## src/rtl/word_stacker_param.sv

```systemverilog
// word_stacker_param: packs RATIO narrow input beats into one wide word.
// A beat with last_i closes the word early as a partial word with a lane count.
// Closed words are queued in an OUT_DEPTH-entry output FIFO.
module word_stacker_param #(
  parameter int IN_W      = 32,
  parameter int RATIO     = 4,
  parameter int MSB_FIRST = 0,
  parameter int OUT_DEPTH = 2
) (
  input  logic                         clk_i,
  input  logic                         rst_i,
  input  logic                         clr_i,
  input  logic                         enable_i,
  input  logic                         valid_i,
  output logic                         ready_o,
  input  logic [IN_W-1:0]              word_i,
  input  logic                         last_i,
  output logic                         valid_o,
  input  logic                         ready_i,
  output logic [IN_W*RATIO-1:0]        word_o,
  output logic [$clog2(RATIO+1)-1:0]   lanes_o,
  output logic                         last_o
);

  localparam int OUT_W = IN_W * RATIO;
  localparam int LW    = $clog2(RATIO + 1);
  localparam int CW    = $clog2(RATIO);
  localparam int PW    = (OUT_DEPTH > 1) ? $clog2(OUT_DEPTH) : 1;
  localparam int NW    = $clog2(OUT_DEPTH + 1);

  logic [CW-1:0]    cnt_q;
  logic [OUT_W-1:0] acc_q;
  logic [OUT_W-1:0] merged;
  logic [CW-1:0]    lane_sel;

  logic [OUT_W-1:0] fifo_word  [OUT_DEPTH];
  logic [LW-1:0]    fifo_lanes [OUT_DEPTH];
  logic             fifo_last  [OUT_DEPTH];
  logic [PW-1:0]    wr_ptr_q, rd_ptr_q;
  logic [NW-1:0]    occ_q, occ_nxt;

  logic sync_clr, fifo_empty, fifo_full;
  logic accept, beat_done, push, pop;

  // Pointer advance that wraps at OUT_DEPTH, so non-power-of-2 depths work.
  function automatic logic [PW-1:0] ptr_inc(input logic [PW-1:0] p);
    return (p == PW'(OUT_DEPTH - 1)) ? '0 : p + PW'(1);
  endfunction

  assign sync_clr   = rst_i | clr_i;
  assign fifo_empty = (occ_q == '0);
  assign fifo_full  = (occ_q == NW'(OUT_DEPTH));

  // ready_o depends only on registered occupancy, never on valid_i/last_i.
  assign ready_o   = enable_i & ~fifo_full & ~sync_clr;
  assign valid_o   = enable_i & ~fifo_empty;
  assign accept    = valid_i & ready_o;
  assign pop       = valid_o & ready_i;
  assign beat_done = (cnt_q == CW'(RATIO - 1)) | last_i;
  assign push      = accept & beat_done;

  assign word_o  = fifo_empty ? '0 : fifo_word[rd_ptr_q];
  assign lanes_o = fifo_empty ? '0 : fifo_lanes[rd_ptr_q];
  assign last_o  = fifo_empty ? 1'b0 : fifo_last[rd_ptr_q];

  // Lane selection and merge of the incoming beat into the accumulator.
  always_comb begin
    lane_sel = (MSB_FIRST != 0) ? (CW'(RATIO - 1) - cnt_q) : cnt_q;
    merged   = acc_q;
    for (int l = 0; l < RATIO; l++) begin
      if (int'(lane_sel) == l) merged[l*IN_W +: IN_W] = word_i;
    end
  end

  // Lane counter and accumulator; both clear when a word closes.
  always_ff @(posedge clk_i) begin
    if (sync_clr) begin
      cnt_q <= '0;
      acc_q <= '0;
    end else if (accept) begin
      if (beat_done) begin
        cnt_q <= '0;
        acc_q <= '0;
      end else begin
        cnt_q <= cnt_q + CW'(1);
        acc_q <= merged;
      end
    end
  end

  // FIFO occupancy: simultaneous push and pop leaves it unchanged.
  always_comb begin
    occ_nxt = occ_q;
    case ({push, pop})
      2'b10:   occ_nxt = occ_q + NW'(1);
      2'b01:   occ_nxt = occ_q - NW'(1);
      default: occ_nxt = occ_q;
    endcase
  end

  // FIFO pointers and occupancy; reset/clear drops any queued words.
  always_ff @(posedge clk_i) begin
    if (sync_clr) begin
      wr_ptr_q <= '0;
      rd_ptr_q <= '0;
      occ_q    <= '0;
    end else begin
      if (push) wr_ptr_q <= ptr_inc(wr_ptr_q);
      if (pop)  rd_ptr_q <= ptr_inc(rd_ptr_q);
      occ_q <= occ_nxt;
    end
  end

  // FIFO storage; push is already blocked during reset/clear via ready_o.
  always_ff @(posedge clk_i) begin
    if (push) begin
      fifo_word[wr_ptr_q]  <= merged;
      fifo_lanes[wr_ptr_q] <= LW'(cnt_q) + LW'(1);
      fifo_last[wr_ptr_q]  <= last_i;
    end
  end

endmodule

```

## config.mk

```make
export PLATFORM = sky130hd
export DESIGN_NAME = word_stacker_param
export DESIGN_NICKNAME = d
export VERILOG_FILES = /design/src/rtl/word_stacker_param.sv
export SDC_FILE = /design/constraint.sdc
export NUM_CORES = 1
export LEC_CHECK = 0
export BUFFER_PORTS_ARGS = -buffer_cell sky130_fd_sc_hd__buf_2
export CORE_ASPECT_RATIO = 1.4
export CORE_MARGIN = 2
export CORE_UTILIZATION = 30
export CTS_CLUSTER_SIZE = 8
export DETAILED_ROUTE_END_ITERATION = 6
export PLACE_DENSITY_LB_ADDON = 0.2
export SLEW_MARGIN = 5
export SYNTH_ARGS = -nofsm -noshare
export SYNTH_HDL_FRONTEND = slang
export SYNTH_SLANG_ARGS = --single-unit
```

## constraint.sdc

```tcl
create_clock -name clk_i -period 18.4 [get_ports clk_i]
set_clock_uncertainty 0.15 [all_clocks]
set_input_delay 0 -clock clk_i [delete_from_list [all_inputs] [get_ports clk_i]]
set_output_delay 0 -clock clk_i [all_outputs]
set_load 0.02 [all_outputs]
```

==> results.cfg <==
[cells_and_area]
fillCellCount = 5313
design_area_um2 = 20080
diodes = 0
drive_above_1_share_pct = 27.65
final_nets = 1478
area_growth_pct = 20.86

[place]
dpl_cell_area_um2 = 18070
port_buffers = 172
dp_hpwl_um = 25290
gp_congestion = 0.7051
pre_cts_ws_ps = 14750

[yosys]
syn_inst = 1264
yosysMostFrequentCell = edfxtp_1
synth_cell_types = 29
synth.top_cell.area_share_pct = 47.72
syn_nets = 1308
synth_common_cells = edfxtp_1, nor2_1, dfxtp_1
ys_seq_area_share_pct = 63.99
synth.area.top_cells = edfxtp_1, dfxtp_1, mux2_2
yosys_register_bits = 399
syn_avg_cell_area_um2 = 13.14
ys_warn_count = 0
synthesis.area_um2 = 16610
synth_ff_type = edfxtp_1
yosysTopAreaCell = edfxtp_1
ys_async_sr_fraction_pct = 0
synth-edff-count = 264

[outcome]
outcome = finished, final reports clean

[clock_network]
cts-buffers-inserted = 55
clk_path_buf_depth = 3
cts_root_buf = clkbuf_16
post_cts_buffers = 0
tritoncts = done
htreeDepth = 2
insertion_delay_ps = 570
ctsHoldBuffers = 39
cts_repair_resize_count = 0
cts.sinks = 399
clkTransAtPathRegs_ps = 50

[hold_path]
hold_start = valid_i
hold_path_class = in -> reg

[power]
p_sw_uw = 413.9
swShare_pct = 21.12
ir_drop_uv = 68.42
power.total_uw = 1960
seqPwrFrac_pct = 48.6
p_comb_share_pct = 3.0
p_per_area_nw_per_um2 = 97.63
p_clk_share_pct = 48.3
intPower_uw = 1546
p_leak_uw = 0.007003

[setup_path]
cp-start-kind = flop
path_cells = ha_2, nor2_4, or4_1, nor2_4, buf_4
path_common_cell = nor2_4
timing.rr.start = cnt_q[0]$_SDFFE_PP0P_
end_kind = flop
slowest_delay_ps = 880
cp_data_required_time_ps = 18420
crit_start = cnt_q[0]$_SDFFE_PP0P_
critPathKind = reg -> reg
worst-path-max-fanout = 69
crit_slowest_cell = buf_4
cp.arrival_ps = 3570

[sta]
rsz0062_at_grt = false
setup_slack_ps = 14850
tightestPinTransition_ps = 1172
hold_viol_final = 0
setup_viol = 0
holdWs_ps = 42.79
period_share_pct = 19.30
post-route-min-period_ps = 3550
tns_ps = 0
fmax_mhz = 281.7
slew_viol_final = 0
timing.slew.headroom_pct = 21.87

[global_route]
grt_pass1_wl_um = 66940
grt_max_degree = 112
overflow = 0
grt_pass1_vias = 10730
grt_usage_pct = 15.17
antenna_found_initial = 0

[drt]
first_pass_iters = 4
num_vias = 10630
wl_met2_um = 21220
m1WireLength_um = 19720
drt-wirelength-per-cell_um = 19.89
drtAntennaViolNets = 0
drt-initial-drc-count = 533
met3_wirelength_um = 1875
via_per_inst = 4.818
routed.top_layer = met4
drt-total-wl_um = 43890
route.detailed.drc = 0

[floorplan]
initial_core_util_pct = 30.20
dieArea_um2 = 57300
rows = 102
die_h_um = 282.4
io_pins = 173
die_w_um = 202.9
core_um2 = 55010

[job]
cap_violations = 0
==> routing by layer <==
| layer | GRT usage (%) | up-vias |
|---|---|---|
| li1 | - | 5040 |
| met1 | 20.44 | 5283 |
| met5 | 0 | - |
| met4 | 4.885 | 0 |
| met3 | 2.419 | 59 |
| met2 | 24.99 | 251 |
==> worst max-delay path: cells and delay by family, from the launching register on <==
family	cells	cell delay (ps)
adder cells (fa/ha/maj)	1	250
flip-flops	1	420
AND/OR/NAND/NOR	3	1390
buffers and inverters	1	880
==> final timing paths <==
check | slack (ps) | end | cells after the start
max | 14850 | fifo_word[1][93]$_DFFE_PP_ | 5
min | 40 | cnt_q[1]$_SDFFE_PP0P_ | 4
max reg2reg | 14850 | fifo_word[1][93]$_DFFE_PP_ | 5
min reg2reg | 300 | acc_q[113]$_SDFFE_PP0P_ | 1
==> kinds of logic (layout without fill, tap and decap cells) <==
| group | Yosys count | count (layout) | synth area share (%) |
|---|---|---|---|
| compound gates | 200 | 200 | 8.059 |
| xor+xnor | 3 | 3 | 0.1582 |
| fa+ha+maj | 5 | 5 | 0.3766 |
| buf+inv | 118 | 333 | 3.096 |
| flops | 399 | 399 | 63.99 |
| mux | 261 | 261 | 16.69 |
| simple gates | 278 | 278 | 7.630 |
==> registers in the layout, summed over array words and instances, names as in the netlist, named ones only <==
name,count
fifo_word,256
acc_q,128
fifo_lanes,6
cnt_q,2
fifo_last,2
occ_q,2
rd_ptr_q,1
wr_ptr_q,1
==> area by class of cell <==
| cell class | count | area [um^2] | area share, % |
|---|---|---|---|
| timing repair buffer | 227 | 1371 | 6.830 |
| clock buffer | 101 | 1592 | 7.927 |
| clock inverter | 1 | 20.02 | 0.09971 |
| inverter | 4 | 15.01 | 0.07478 |
| multi-input combinational | 747 | 5534 | 27.56 |
| tap | 728 | 910.9 | 4.537 |
| sequential | 399 | 10630 | 52.97 |
==> power by group through the flow <==
stage	Clock [uW]	Sequential [uW]	Combinational, uW
6_report	947	953	59.5
3_3_place_gp	0	971	53.4
3_5_place_dp	0	971	53.9
2_1_floorplan	0	972	30.6
5_1_grt	1010	953	64.9
4_1_cts	980	953	60.5
==> cells in the final DEF, fill, tap and decap left out, drive strengths merged <==
cell         netlist  final
o21ai             98     98
nor3b              1      1
o31a               1      1
or3                2      2
nand2              2      2
nor2             140    140
inv                4      5
dlygate4sd3        0     39
o41ai              1      1
dfxtp            135    135
nor2b              2      2
o211ai            99     99
edfxtp           264    264
a21oi              1      1
mux2i            133    133
xor2               2      2
mux2             128    128
nand3             97     97
clkbuf            85    101
or2                1      1
ha                 5      5
or4                1      1
and2              32     32
xnor2              1      1
buf               29    188
==> per-stage QoR <==
step | util, % | std cells
after floorplan | - | 1264
after global placement | 32.86 | 2066
after detailed placement | 32.86 | 2066
after CTS | 36.50 | 2207
after global routing | 36.50 | 2207
final | 36.50 | 2207
No activity file was read; power rests on OpenSTA's default activity.
